--- src/rtl/lenet_pkg.sv ---
// Shared constants and types for the LeNet layer-3 pooling sequencer.
package lenet_pkg;

  localparam int unsigned L3_NUM_MAPS     = 16;
  localparam int unsigned L3_MAP_SIZE     = 25;
  localparam int unsigned L3_ADDR_WIDTH   = 12;
  localparam int unsigned POOL_GAP_CYCLES = 2;
  localparam int unsigned POOL_TIMEOUT    = 511;
  localparam int unsigned POOL_CNT_WIDTH  = 10;

  typedef enum logic [2:0] {
    ST_IDLE,
    ST_SETUP,
    ST_WAIT_SRC,
    ST_RUN,
    ST_GAP,
    ST_DONE
  } pool_sched_state_t;

endpackage

--- src/rtl/sched_timeout_cnt.sv ---
// Loadable saturating down-counter; shared by the RUN watchdog and the GAP timer.
module sched_timeout_cnt #(
  parameter int unsigned WIDTH = 10
) (
  input  logic             clk,
  input  logic             rst_n,
  input  logic             clr,
  input  logic             load,
  input  logic [WIDTH-1:0] load_val,
  input  logic             en,
  output logic             expired_c
);

  logic [WIDTH-1:0] count;

  // Clear beats load beats decrement; the count sticks at zero.
  always_ff @(posedge clk or negedge rst_n) begin
    if (!rst_n) begin
      count <= '0;
    end else if (clr) begin
      count <= '0;
    end else if (load) begin
      count <= load_val;
    end else if (en && (count != '0)) begin
      count <= count - WIDTH'(1);
    end
  end

  assign expired_c = (count == '0);

endmodule

--- src/rtl/pool3_scheduler.sv ---
// Walks the 2x2 max-pool engine across every output map of layer 3.
module pool3_scheduler
  import lenet_pkg::*;
#(
  parameter int unsigned NUM_MAPS   = L3_NUM_MAPS,
  parameter int unsigned MAP_SIZE   = L3_MAP_SIZE,
  parameter int unsigned ADDR_WIDTH = L3_ADDR_WIDTH,
  parameter int unsigned GAP_CYCLES = POOL_GAP_CYCLES,
  parameter int unsigned TIMEOUT    = POOL_TIMEOUT
) (
  input  logic                        clk,
  input  logic                        rst_n,
  input  logic                        start,
  input  logic                        abort,
  input  logic                        src_valid,
  input  logic                        pool_done,
  output logic                        cal_en,
  output logic [ADDR_WIDTH-1:0]       base_position,
  output logic [$clog2(NUM_MAPS)-1:0] map_idx,
  output logic                        src_ack,
  output logic                        busy,
  output logic                        layer_done,
  output logic                        err
);

  localparam int unsigned IDX_W = $clog2(NUM_MAPS);
  localparam int unsigned CNT_W = POOL_CNT_WIDTH;
  // Loaded with N-1 so the expired flag is seen in the N-th cycle of the state.
  localparam logic [CNT_W-1:0] RUN_LOAD = CNT_W'(TIMEOUT - 1);
  localparam logic [CNT_W-1:0] GAP_LOAD = CNT_W'(GAP_CYCLES - 1);
  localparam logic [IDX_W-1:0] LAST_IDX = IDX_W'(NUM_MAPS - 1);

  pool_sched_state_t state_q, state_d;

  logic                  cal_en_d, src_ack_d, busy_d, layer_done_d, err_d;
  logic [ADDR_WIDTH-1:0] base_d;
  logic [IDX_W-1:0]      idx_d;
  logic                  cnt_clr, cnt_load, cnt_en, cnt_expired_c;
  logic [CNT_W-1:0]      cnt_load_val;

  sched_timeout_cnt #(.WIDTH(CNT_W)) u_cnt (
    .clk       (clk),
    .rst_n     (rst_n),
    .clr       (cnt_clr),
    .load      (cnt_load),
    .load_val  (cnt_load_val),
    .en        (cnt_en),
    .expired_c (cnt_expired_c)
  );

  // State and registered outputs.
  always_ff @(posedge clk or negedge rst_n) begin
    if (!rst_n) begin
      state_q       <= ST_IDLE;
      cal_en        <= 1'b0;
      base_position <= '0;
      map_idx       <= '0;
      src_ack       <= 1'b0;
      busy          <= 1'b0;
      layer_done    <= 1'b0;
      err           <= 1'b0;
    end else begin
      state_q       <= state_d;
      cal_en        <= cal_en_d;
      base_position <= base_d;
      map_idx       <= idx_d;
      src_ack       <= src_ack_d;
      busy          <= busy_d;
      layer_done    <= layer_done_d;
      err           <= err_d;
    end
  end

  // Next state and next output values; abort overrides every state.
  always_comb begin
    state_d      = state_q;
    cal_en_d     = 1'b0;
    src_ack_d    = 1'b0;
    layer_done_d = 1'b0;
    err_d        = err;
    base_d       = base_position;
    idx_d        = map_idx;
    cnt_clr      = 1'b0;
    cnt_load     = 1'b0;
    cnt_load_val = '0;
    cnt_en       = 1'b0;

    if (abort) begin
      state_d = ST_IDLE;
      cnt_clr = 1'b1;
    end else begin
      case (state_q)
        ST_IDLE: begin
          if (start) begin
            state_d = ST_SETUP;
            idx_d   = '0;
            base_d  = '0;
            err_d   = 1'b0;
          end
        end
        ST_SETUP: begin
          state_d = ST_WAIT_SRC;
        end
        ST_WAIT_SRC: begin
          if (src_valid) begin
            state_d      = ST_RUN;
            cal_en_d     = 1'b1;
            cnt_load     = 1'b1;
            cnt_load_val = RUN_LOAD;
          end
        end
        ST_RUN: begin
          // A late pool_done still counts as success even on the watchdog's last cycle.
          if (pool_done) begin
            state_d      = ST_GAP;
            src_ack_d    = 1'b1;
            cnt_load     = 1'b1;
            cnt_load_val = GAP_LOAD;
          end else if (cnt_expired_c) begin
            state_d      = ST_GAP;
            err_d        = 1'b1;
            cnt_load     = 1'b1;
            cnt_load_val = GAP_LOAD;
          end else begin
            cal_en_d = 1'b1;
            cnt_en   = 1'b1;
          end
        end
        ST_GAP: begin
          cnt_en = 1'b1;
          // Leave only once the engine has dropped pool_done, so its counters are clear.
          if (cnt_expired_c && !pool_done) begin
            if (map_idx == LAST_IDX) begin
              state_d      = ST_DONE;
              layer_done_d = 1'b1;
            end else begin
              state_d = ST_SETUP;
              idx_d   = map_idx + IDX_W'(1);
              base_d  = base_position + ADDR_WIDTH'(MAP_SIZE);
            end
          end
        end
        ST_DONE: begin
          state_d = ST_IDLE;
        end
        default: begin
          state_d = ST_IDLE;
        end
      endcase
    end

    busy_d = (state_d != ST_IDLE);
  end

endmodule

--- config.mk ---
export PLATFORM = sky130hd
export DESIGN_NAME = pool3_scheduler
export DESIGN_NICKNAME = d
export VERILOG_FILES = /design/src/rtl/lenet_pkg.sv /design/src/rtl/sched_timeout_cnt.sv /design/src/rtl/pool3_scheduler.sv
export SDC_FILE = /design/constraint.sdc
export NUM_CORES = 1
export LEC_CHECK = 0
export BUFFER_PORTS_ARGS = -buffer_cell sky130_fd_sc_hd__clkbuf_2
export CORE_ASPECT_RATIO = 0.9
export CORE_MARGIN = 5
export CORE_UTILIZATION = 57
export DETAILED_ROUTE_END_ITERATION = 6
export GPL_TIMING_DRIVEN = 0
export PLACE_DENSITY = 0.83
export SYNTH_ARGS = -nofsm -noshare
export SYNTH_HDL_FRONTEND = slang
export SYNTH_SLANG_ARGS = --single-unit
export TNS_END_PERCENT = 50
--- constraint.sdc ---
create_clock -name clk -period 2.2 [get_ports clk]
set_input_delay 0.22 -clock clk [delete_from_list [all_inputs] [get_ports clk]]
set_output_delay 0.22 -clock clk [all_outputs]
set_load 0.05 [all_outputs]
Word level (Yosys, flattened, before mapping)
Index checks and enable logic that the tools add are counted.
{ "word_totals": {"ff_bits": 34, "latchBits": 0, "ramBits": 0, "rom_bits": 0, "word_cells": 82, "memories": 0} }
{ "classes": {"add_sub_neg": 3, "n_mul": 0, "div_mod_pow": 0, "n_lt_le_gt_ge": 0, "eq_ne": 10, "n_shift": 0, "mux": 47, "bitwise_logic": 1, "n_reduce_logical": 12} }
{ "op_table": {"columns": ["cell", "n"], "rows": [
  ["$mux W12", 3],
  ["$mux W10", 3],
  ["$pmux W12 S2", 1],
  ["$mux W1", 21],
  ["$mux W3", 7],
  ["$mux W9", 2],
  ["$pmux W9 S2", 1],
  ["$pmux W3 S5", 1],
  ["$add A12 B5 Y12 const B", 1],
  ["$mux W4", 3],
  ["$logic_not A10 Y1", 1],
  ["$ne A2 B2 Y1 const B", 5],
  ["$reduce_and A5 Y1", 2],
  ["$reduce_bool A10 Y1", 1],
  ["$sub A10 B1 Y10 const B", 1],
  ["$pmux W1 S2", 4],
  ["$pmux W4 S2", 1],
  ["$eq A3 B2 Y1 const B", 2],
  ["$reduce_bool A3 Y1", 2],
  ["$add A4 B1 Y4 const B", 1],
  ["$eq A4 B4 Y1 const B", 1],
  ["$reduce_bool A2 Y1", 2],
  ["$eq A3 B1 Y1 const B", 1],
  ["$eq A3 B3 Y1 const B", 1],
  ["4 further kinds", 5]
]} }

Logic depth before layout (Yosys ltp)
{ "logic_depth": {"depth_word": 9, "mapped_depth": 8, "depth_no_buf": 6} }

By module
Synthesis repeated with hierarchy kept, for this count alone.
{ "unflattened": {"cells_unflattened": 222, "hier_area_um2": 2038.2} }
{ "by_module_without_submodules": {"columns": ["module", "instances", "cells_each", "area_each_um2"], "rows": [
  ["pool3_scheduler", 1, 141, 1337.5],
  ["sched_timeout_cnt", 1, 81, 700.7]
]} }

Worst setup path after synthesis
OpenSTA, ideal clock, no wires.
{ "synth_path": {"path_type": "flip-flop to flip-flop", "from": "reg map_idx[0]", "to": "reg base_position[11]", "setup_ns": 0.078, "t_arrival_ns": 1.928, "path_slack_ns": 0.194, "path_stages_with_launch": 7, "path_buffers": 1, "cell_sequence": "dfrtp_1 ha_1 nand3_1 a41oi_2 buf_2 or4_1 a21oi_1"} }
{ "synth_via": {"elab_chain_cells": 3} }
{ "synth_lines": {"columns": ["element", "line", "rtl"], "rows": [
  ["from (decl)", "pool3_scheduler.sv:19", "output logic [$clog2(NUM_MAPS)-1:0] map_idx,"],
  ["from (signal assigned)", "pool3_scheduler.sv:66", "map_idx <= idx_d;"],
  ["$eq A4 B4 Y1", "pool3_scheduler.sv:133", "if (map_idx == LAST_IDX) begin"],
  ["$ne A2 B2 Y1 (no line)", null, null],
  ["$reduce_and A5 Y1 (no line)", null, null],
  ["to (signal assigned)", "pool3_scheduler.sv:65", "base_position <= base_d;"],
  ["to (decl)", "pool3_scheduler.sv:18", "output logic [ADDR_WIDTH-1:0] base_position,"]
]} }
No other way between the ends.
A chain may end at the register's enable or synchronous reset.

Worst setup path in the final report
{ "layout_path": {"from": "reg state_q[0]", "to": "reg base_position[6]"} }
{ "layout_via": {"elab_chain_cells": 3} }
{ "layout_lines": {"columns": ["element", "line", "rtl"], "rows": [
  ["from (decl)", "pool3_scheduler.sv:33", "pool_sched_state_t state_q, state_d;"],
  ["from (signal assigned)", "pool3_scheduler.sv:63", "state_q <= state_d;"],
  ["$eq A3 B3 Y1 / $logic_not A3 Y1 (equally long branches)", "pool3_scheduler.sv:92", "case (state_q)"],
  ["$ne A2 B2 Y1 (no line) / $reduce_bool A2 Y1 (equally long branches)", null, null],
  ["$reduce_and A5 Y1 (no line)", null, null]
]} }
Several ways; a longest one is shown, not always the timed one.

==> out/metrics.cfg <==
[clock_network]
clkTransAtPathRegs_ns=0.07
clock_latency_ns=0.30
clockBufferDepth=2
cts_num_sinks=34
cts_buffers=5
postCtsHoldBufs=0
cts_tree=done
cts_max_level=2
cts_root_buffer=clkbuf_8

[sta]
finClkSkew_ns=0.0102
hold_viol_final=0
rsz0062_at_grt=false
tightestPinTransition_ns=0.861
maxSlewHeadroom_pct=42.6
setup_viol=0
maxSlewViolCount=0
period_needed_ns=2.11
worst_slack_ns=0.0881
min_period_over_period_pct=96.0
max_freq_ghz=0.474

[synth]
synthTopCellsByArea=dfrtp_1 (42%), or4_1 (4.9%), o21ai_0 (3.2%)
ys_ff_latch=34
synthesis.nets=221
yosys_warnings=0
synth_top_area_share_pct=42.3
yosysTopAreaCell=dfrtp_1
synthArstFlopShare_pct=100
ys_seq_area_share_pct=42.3
synth_ff_type=dfrtp_1
synth_area_um2=2010
synth_cells=211
syn_avg_cell_area_um2=9.52
synth-edff-count=0
yosysUniqueCellTypes=52

[die]
start_util_pct=59.5
die_y_um=66.3
chipWidth_um=72.6
io_pins=27
rows=20
core_area_um2=3380
dieArea_um2=4810

[grt]
grt_overflow=0
grt_pass1_wl_um=8840
antenna_found_initial=0
grt_pass1_vias=1862
grt.total_usage_pct=23.5
grt_max_degree=35

[final_layout]
antennaDiodeCount=0
syn_to_final_growth_pct=21.5
fin_util_pct=72.3
nets=256
final_common_cell=dfrtp_1
drive_gt1_share_pct=27.5
final_cell_mix=dfrtp_1 (34), clkbuf_2 (27), o21ai_0 (13), nand2_1 (12)
final_cell_count_no_fill=291

[route]
avgViaCountPerCell=6.57
ant_nets=0
vias=1911
dr.pass1.iters=5
routed_wl_um=5210
drc_errors=0
drt_iter0_drc=277
wire_per_inst_um=17.9

[power]
cellLeakagePower_nw=1.07
vdd.ir_drop.worst_uv=765
power_density_nw_per_um2=815
total_power_mw=1.99

[placed_design]
gp_congestion=0.838
place_inst=281
portBuffers=26
hpwl_um=3540
pre_cts_slack_ns=-0.0228

[worst_hold_path]
hold_class=in2async

[setup_path]
path_class=reg2reg
cp_data_required_time_ns=2.42
crit_path_start_kind=flop
cp_max_fo=10
worstPathArrival_ns=2.33
crit_path_end_kind=flop

[run]
drv_cap=0

[outcome]
status=complete, no violations

## synth_stat cells, types with 6 or more instances
| cell type | count |
|---|---|
| a211oi_1 | 6 |
| a21oi_1 | 10 |
| buf_2 | 6 |
| clkbuf_1 | 8 |
| dfrtp_1 | 34 |
| nand2_1 | 12 |
| nand3_1 | 11 |
| nand4_1 | 6 |
| nor2_1 | 8 |
| nor3_1 | 7 |
| o21ai_0 | 13 |
| o31ai_1 | 8 |
| or3_1 | 8 |
| or4_1 | 13 |
## layer usage
| layer | vias up | wire, µm | track usage (%) |
|---|---|---|---|
| li1 | 906 | - | - |
| met1 | 920 | 2380 | 32.0 |
| met2 | 75 | 2380 | 35.4 |
| met3 | 10 | 376 | 7.29 |
| met4 | 0 | 67 | 7.60 |
| met5 | - | 0 | 0 |
## timing repair
item                       4_1_cts  5_1_grt
setup endpoints to repair        4       25
buffers inserted                 1        1
gates resized for setup          1       18
pin swaps                        1        6
cloned                           0        1
## kinds of logic (layout without fill, tap and decap cells)
group / count (synthesis) / in the layout / synth area share, %
DFF: 34 / 34 / 42.3
and+or+nand+nor: 86 / 86 / 27.0
AOI/OAI and AO/OA: 66 / 66 / 23.6
adders and majority gates: 4 / 4 / 2.49
buffers and inverters: 20 / 56 / 4.11
muxes: 1 / 1 / 0.498
## state kept, by name (all words and copies together) (netlist names)
register / count
u_cnt.count: 10
layer_done: 1
cal_en: 1
src_ack: 1
state_q: 3
base_position: 12
busy: 1
map_idx: 4
err: 1
## stage by stage
step	hold WS, ns	setup TNS (ns)	instance area (µm²)
3_5_place_dp	0.361	-0.0275	2190
3_3_place_gp	0.364	0	2190
4_1_cts	0.0442	0	2350
2_1_floorplan	-0.0756	0	2010
6_report	0.0269	0	2440
5_1_grt	0.0934	0	2440
## final timing paths
path | from | endpoint | slack [ns] | depth (start not counted)
max | state_q[0] | base_position[6] | 0.09 | 6
min | rst_n | map_idx[0] | 0.03 | 1
max reg2reg | state_q[0] | base_position[6] | 0.09 | 6
min reg2reg | err | err | 0.53 | 2
max in group asynchronous | rst_n | u_cnt.count[6] | 1.62 | 1
min in group clk | pool_done | err | 0.31 | 2
## where the power goes
group | internal, mW | switching, mW | leakage [nW]
Clock | 0.483 | 0.238 | 0.0714
Combinational | 0.172 | 0.369 | 0.536
Sequential | 0.673 | 0.0533 | 0.466
Total | 1.33 | 0.661 | 1.07
## critical path: stages (launching register included)
cell and delay (ns):
dfrtp_1 0.41, or3b_2 0.61, a41oi_4 0.29, buf_2 0.22
buf_2 0.24, o21ai_0 0.12, a21oi_1 0.15
## final cells by class
type                            count  area [µm²]
Multi-Input combinational cell    157        1160
Timing Repair Buffer               29         150
Clock buffer                        6        82.6
Buffer                             14        67.6
Tap cell                           44        55.1
Fill cell                         248         937
Clock inverter                      2        60.1
Sequential cell                    34         851
Inverter                            5        18.8
No activity file was read; power rests on OpenSTA's default activity.
